===== src/rtl/posit_decode.sv =====
// posit_decode: sequential posit<32,3> field decoder.
// Captures a posit word on start and splits it into sign, regime value k,
// exponent, left-aligned fraction and fraction bit count. The regime run is
// scanned one bit per clock, so latency depends on the data.
// Ports:
//   clk, rst       rising-edge clock, asynchronous active-high reset
//   start          decode request, sampled only in IDLE
//   posit_in       posit word, captured on the edge that accepts start
//   sign_out       posit sign bit
//   k_out          regime value, two's complement (-30..+30)
//   exp_out        exponent field, zero-padded when truncated
//   mantissa_out   fraction bits MSB-aligned at bit 31, no hidden bit
//   nbt_out        number of valid fraction bits (0..26)
//   is_zero/is_nar special-value flags
//   busy           high in every state except IDLE
//   done           one-cycle pulse, outputs valid from this cycle on
module posit_decode #(
  parameter int unsigned POSIT_W = 32,
  parameter int unsigned ES      = 3
) (
  input  logic               clk,
  input  logic               rst,
  input  logic               start,
  input  logic [POSIT_W-1:0] posit_in,
  output logic               sign_out,
  output logic [5:0]         k_out,
  output logic [ES-1:0]      exp_out,
  output logic [POSIT_W-1:0] mantissa_out,
  output logic [5:0]         nbt_out,
  output logic               is_zero,
  output logic               is_nar,
  output logic               busy,
  output logic               done
);

  typedef enum logic [2:0] {
    S_IDLE,
    S_LOAD,
    S_SCAN,
    S_EXTRACT,
    S_DONE
  } state_t;

  state_t             state_q;
  // Holds the raw posit in LOAD, then the magnitude from SCAN onwards.
  logic [POSIT_W-1:0] word_q;
  logic               sign_q;
  logic               r0_q;
  logic [4:0]         run_q;
  logic [4:0]         idx_q;
  logic [4:0]         t_q;

  logic [POSIT_W-1:0] mag_d;
  logic [POSIT_W+2:0] ext_d;
  logic [ES-1:0]      exp_d;
  logic [5:0]         nbt_d;
  logic [5:0]         shift_d;
  logic [POSIT_W-1:0] mant_d;
  logic [5:0]         k_d;

  always_comb begin
    mag_d   = word_q[POSIT_W-1] ? (~word_q + 1'b1) : word_q;
    // Three zero bits appended below bit 0 so a truncated exponent reads as 0.
    ext_d   = {word_q, 3'b000};
    exp_d   = ext_d[t_q +: ES];
    nbt_d   = (t_q > 5'd3) ? ({1'b0, t_q} - 6'd3) : '0;
    // Fraction starts at bit t-4; shifting by 35-t lands it at bit 31 and
    // pushes regime/exponent bits out of the top.
    shift_d = 6'd35 - {1'b0, t_q};
    mant_d  = (nbt_d == '0) ? '0 : (word_q << shift_d);
    k_d     = r0_q ? ({1'b0, run_q} - 6'd1) : (6'd0 - {1'b0, run_q});
  end

  always_ff @(posedge clk or posedge rst) begin
    if (rst) begin
      state_q      <= S_IDLE;
      word_q       <= '0;
      sign_q       <= 1'b0;
      r0_q         <= 1'b0;
      run_q        <= '0;
      idx_q        <= '0;
      t_q          <= '0;
      sign_out     <= 1'b0;
      k_out        <= '0;
      exp_out      <= '0;
      mantissa_out <= '0;
      nbt_out      <= '0;
      is_zero      <= 1'b0;
      is_nar       <= 1'b0;
      busy         <= 1'b0;
      done         <= 1'b0;
    end else begin
      unique case (state_q)
        S_IDLE: begin
          if (start) begin
            word_q  <= posit_in;
            is_zero <= 1'b0;
            is_nar  <= 1'b0;
            busy    <= 1'b1;
            state_q <= S_LOAD;
          end
        end
        S_LOAD: begin
          if (word_q == '0 || word_q == {1'b1, {(POSIT_W-1){1'b0}}}) begin
            is_zero      <= (word_q == '0);
            is_nar       <= (word_q != '0);
            sign_out     <= word_q[POSIT_W-1];
            k_out        <= '0;
            exp_out      <= '0;
            mantissa_out <= '0;
            nbt_out      <= '0;
            done         <= 1'b1;
            state_q      <= S_DONE;
          end else begin
            sign_q  <= word_q[POSIT_W-1];
            word_q  <= mag_d;
            r0_q    <= mag_d[POSIT_W-2];
            run_q   <= 5'd1;
            idx_q   <= 5'd29;
            state_q <= S_SCAN;
          end
        end
        S_SCAN: begin
          if (word_q[idx_q] == r0_q) begin
            run_q <= run_q + 5'd1;
            if (idx_q == '0) begin
              t_q     <= '0;
              state_q <= S_EXTRACT;
            end else begin
              idx_q <= idx_q - 5'd1;
            end
          end else begin
            t_q     <= idx_q;
            state_q <= S_EXTRACT;
          end
        end
        S_EXTRACT: begin
          sign_out     <= sign_q;
          k_out        <= k_d;
          exp_out      <= exp_d;
          mantissa_out <= mant_d;
          nbt_out      <= nbt_d;
          done         <= 1'b1;
          state_q      <= S_DONE;
        end
        S_DONE: begin
          done    <= 1'b0;
          busy    <= 1'b0;
          state_q <= S_IDLE;
        end
        default: state_q <= S_IDLE;
      endcase
    end
  end

endmodule

===== config.mk =====
export PLATFORM = sky130hd
export DESIGN_NAME = posit_decode
export DESIGN_NICKNAME = d
export VERILOG_FILES = /design/src/rtl/posit_decode.sv
export SDC_FILE = /design/constraint.sdc
export NUM_CORES = 1
export LEC_CHECK = 0
export BUFFER_PORTS_ARGS = -buffer_cell sky130_fd_sc_hd__clkbuf_2
export CORE_MARGIN = 5
export CORE_UTILIZATION = 30
export DETAILED_ROUTE_END_ITERATION = 8
export GPL_TIMING_DRIVEN = 0
export PLACE_DENSITY = 0.56
export SLEW_MARGIN = 20
export SYNTH_ARGS = -nofsm -noshare
export SYNTH_HDL_FRONTEND = slang
export SYNTH_SLANG_ARGS = --single-unit

===== constraint.sdc =====
create_clock -name clk -period 4.8 [get_ports clk]
set_clock_uncertainty 0.2 [all_clocks]
set_input_delay 0.72 -clock clk [delete_from_list [all_inputs] [get_ports clk]]
set_output_delay 0.72 -clock clk [all_outputs]
set_load 0.01 [all_outputs]

# Word level (Yosys, flattened, before mapping)
# Cells that the tools add are included.
[classes] n_addsub=7 n_lt_le_gt_ge=2 eq_ne=14 n_shift=2 mux=41 n_bitwise=2 n_reduce_logical=22
[ops] operator="$mux 32" count=5
[ops] operator="$pmux 32 s2" count=2
[ops] operator="$mux 5" count=7
[ops] operator="$shiftx 35x6->3" count=1
[ops] operator="$add 32x1->32 const B" count=1
[ops] operator="$eq 32x32->1 const B" count=1
[ops] operator="$logic_not 32->1" count=1
[ops] operator="$not 32->32" count=1
[ops] operator="$reduce_bool 32->1" count=1
[ops] operator="$shl 32x6->32" count=1
[ops] operator="$pmux 6 s2" count=2
[ops] operator="$pmux 5 s2" count=2
[ops] operator="$mux 6" count=3
[ops] operator="$mux 3" count=5
[ops] operator="$ne 2x2->1 const B" count=6
[ops] operator="$pmux 3 s4" count=1
[ops] operator="$reduce_and 2->1" count=6
[ops] operator="$reduce_and 3->1" count=3
[ops] operator="$pmux 1 s2" count=4
[ops] operator="$reduce_and 4->1" count=2
[ops] operator="$reduce_bool 2->1" count=4
[ops] operator="$mux 1" count=7
[ops] operator="$eq 3x2->1 const B" count=2
[ops] operator="$logic_not 6->1" count=1
[ops] operator="21 further kinds" count=21
[totals] register_bits=104 input_bits=35 output_inout_bits=52 word_cells=107

# Longest topological paths before layout
[depth] depth_word=5 depth_mapped=12 ltp_nobuf=8

# Worst setup path after synthesis
# OpenSTA, ideal clock, no wires.
[synth_timing] kind="flip-flop to flip-flop" from="reg t_q[2]" to="reg mantissa_out[1]" setup_time_ns=0.068 t_arrival_ns=2.678 slack_ns=1.854 stages_incl_launch_ff=11 cell_sequence="dfrtp_1 clkbuf_1 inv_2 buf_1 ha_1 ha_1 a31oi_1 o22ai_1 a211oi_1 clkbuf_1 a32o_1"
[synth_between] elab_chain_cells=5 word_cells_on_any_way=8 cone_classes="add/sub (2); order compare (1); shift (1); mux (3); reduce/logical (1)"
[synth_lines] element="from (decl)" line="51" source="logic [4:0] t_q;"
[synth_lines] element="from (signal assigned)" line="133" source="t_q <= idx_q;"
[synth_lines] element="parallel branches: the longest is 3 deep, another holds $sub 6x5->6"
[synth_lines] element="$mux 32 *" line="70" source="mant_d = (nbt_d == '0) ? '0 : (word_q << shift_d);"
[synth_lines] element="$pmux 32 s2 *" line="93" source="unique case (state_q)"
[synth_lines] element="to (signal assigned)" line="141" source="mantissa_out <= mant_d;"
[synth_lines] element="to (decl)" line="28" source="output logic [POSIT_W-1:0] mantissa_out,"
# Mark *: on every way between the ends.
# A chain may end at the register's enable or synchronous reset.

# Final worst setup path
[layout_timing] from="reg t_q[2]" to="reg mantissa_out[17]"
# Same word-level chain as after synthesis.

==> out/results.ini <==
[routing]
drc_errors=0
routed_wl_um=24400
vias_per_cell=5.57
drt_iter0_drc=505
dr.pass1.iters=5
vias=6762
drtAntennaViolNets=0
wire_per_inst_um=20.1

[floorplanning]
die_w_um=167
ios=87
die_y_um=167
num_rows=57
start_util_pct=30.4
coreArea_um2=24200
die_area_um2=27800

[yosys]
yosysMostFrequentCell=dfrtp_1
avgSynthCellArea_um2=9.40
synthesis.area_um2=7380
synth_commonest_cells=dfrtp_1 (104), nand2_1 (102), o21ai_0 (71)
synthTopCellsByArea=dfrtp_1 (35%), mux4_2 (12%), mux2i_1 (5.8%), nand2_1 (5.2%), o21ai_0 (4.8%)
syn-num-nets=828
yosysSeqAreaShare_pct=35.3
synth_top_cell_area_share_pct=35.3
yosys.area.top_type=dfrtp_1
synth-edff-count=0
synth_cell_types=74
synth-main-ff-cell=dfrtp_1
postSynth.asyncResetShare_pct=100
netlist_instances=785
ys_warn_count=0
synth_seq_cells=104

[setup_path]
path_depth=12
critPathBufInv=6
critical_path_required_ps=4860
slowest_stage=buf_1
cp_max_fo=10
r2r-end=mantissa_out[17]
cp-start-kind=flip-flop
crit_path_max_incr_delay_ps=490
cpMostUsedCell=clkbuf_1
crit_path_end_kind=flip-flop
critical_path.cell_chain=clkbuf_1 -> inv_2 -> buf_1 -> ha_1 -> ha_1 -> clkbuf_1 -> inv_1 -> clkbuf_1 -> nand3_1 -> o21ai_0 -> o22ai_1 -> a22o_1
critical_path.endpoint=mantissa_out[17]
cp-startpoint=t_q[2]
r2r_cells=12
crit_arrival_ps=3680
r2r_slack_ps=1180
reg2reg_from=t_q[2]
crit_type=flip-flop to flip-flop
path_delay_family=buffers and inverters

[sta]
fmax_mhz=276
fin_crit_ps=3620
slew_viol_final=0
post-route-period-util_pct=75.4
finalSetupTns_ps=0
setup_viol=0
max_slew_margin_pct=35.1
hold_viol=0
rsz0062_at_grt=no
tightest_slew_ps=960
worst_hold_slack_ps=163

[clock_tree]
cts-root-buf=clkbuf_16
htreeDepth=3
post_cts_resized=0
clk_path_buf_depth=2
post_cts_buffers=0
cts_tree=yes
clock_latency_ps=360
ctsHoldBuffers=0
clk_pin_slew_ps=80
cts.sinks=104
cts_buffers=9

[power_and_ir_drop]
ir_drop_v=0.000226
power.total_mw=7.09
power_density_nw_per_um2=829
p_leak_nw=3.56

[global_routing]
use_met2_pct=26.4
grt_use_met1_pct=26.1
grt_max_degree=57
grt_use_met3_pct=2.63
grt_pass1_wl_um=39000
antenna_found_initial=0
track_usage_pct=17.4
gr-total-overflow=0
grt.busiest_layer=met2
grt_pass1_vias=6597

[place]
port-buffer-count=86
place.gp.congestion=0.905
hpwl_um=18400
place_area_um2=8250

[layout]
fin_area_um2=8550
layout.nets=926
drive_gt1_share_pct=21.4
syn2layout_area_growth_pct=15.9
n_fill_cell=2597
regArea_um2=2600
multi_input_area_um2=4380

[run]
drv_cap=0

[min_path]
hold_path.class=input pin to async pin

[run_status]
status=complete, no violations

==> routing by layer <==
layer / share of wire [%] / vias up
met5: 0 / -
met4: 1.6 / 0
met3: 6.1 / 23
met2: 44 / 263
met1: 48 / 3300
li1: - / 3176
==> metrics by stage <==
| step | util (%) | worst slack [ps] | instances |
|---|---|---|---|
| floorplan | - | 1150 | 785 |
| global placement | 33.9 | -309 | 1195 |
| detailed placement | 34.0 | 1190 | 1196 |
| CTS | 35.2 | 1180 | 1212 |
| global route | 35.2 | 963 | 1212 |
| finish | 35.3 | 1180 | 1213 |
==> worst min-delay path by stage <==
stage / endpoint / slack [ps] / depth (start not counted)
after floorplan: sign_q / 250 / 2
after global placement: k_out[5] / 260 / 2
after detailed placement: sign_q / 270 / 2
after CTS: mantissa_out[22] / 180 / 2
after global routing: mantissa_out[22] / 210 / 2
final: mantissa_out[22] / 160 / 2
==> registers in the layout (all words and copies together) (netlist names), 3 cells and up <==
name	cells
mantissa_out	32
word_q	32
k_out	6
nbt_out	6
idx_q	5
run_q	5
t_q	5
exp_out	3
state_q	3
==> cell families (layout without fill, tap and decap cells) <==
group | Yosys count | in the layout | synth area share (%)
compound gates | 217 | 217 | 20.4
mux | 88 | 88 | 18.8
flops | 104 | 104 | 35.3
other cells | 0 | 1 | 0
xor+xnor | 12 | 12 | 1.42
buf+inv | 95 | 198 | 5.56
fa+ha+maj | 8 | 8 | 1.36
simple gates | 261 | 261 | 17.2
==> layout by cell type, fill, tap and decap left out, types with 8 or more instances in the layout <==
cell       synthesis  layout
inv_1             18      17
nor3_1            33      33
o21ai_0           71      71
a22o_1            12      12
mux4_2            40      40
a21oi_1           30      30
nor4_1            11      11
and3_1            10      10
ha_1               8       8
buf_2             12      12
and2_1             9       9
xnor2_1            9       9
mux2i_1           43      43
nand3_1           14      14
clkbuf_2           1      87
o311ai_0          11      11
dfrtp_1          104     104
buf_1              8       8
nor2_1            47      47
a32o_1            18      18
clkbuf_16          0       9
nand2_1          102     102
o31ai_1            9       9
clkbuf_1          47      47
==> cell type report <==
class	instances	share of cell area, %
timing repair buffer	87	5.36
multi-input combinational	586	51.2
clock inverter	6	0.600
sequential	104	30.4
tap	324	4.74
buffer	74	3.88
clock buffer	10	2.80
antenna	1	0.0293
inverter	21	0.981
==> worst register-to-register path: cells and delay by family, from the launching register on <==
kind                       cells  cell delay, ps
adders and majority gates      2             640
AOI/OAI and AO/OA              3             420
buffers and inverters          6            1760
DFF                            1             360
and+or+nand+nor                1             140
==> report_power, final <==
part           internal, mW  switching, mW
Clock                 0.373          0.373
Combinational          1.90           2.86
Sequential             1.24          0.334
No activity file was read; power rests on OpenSTA's default activity.
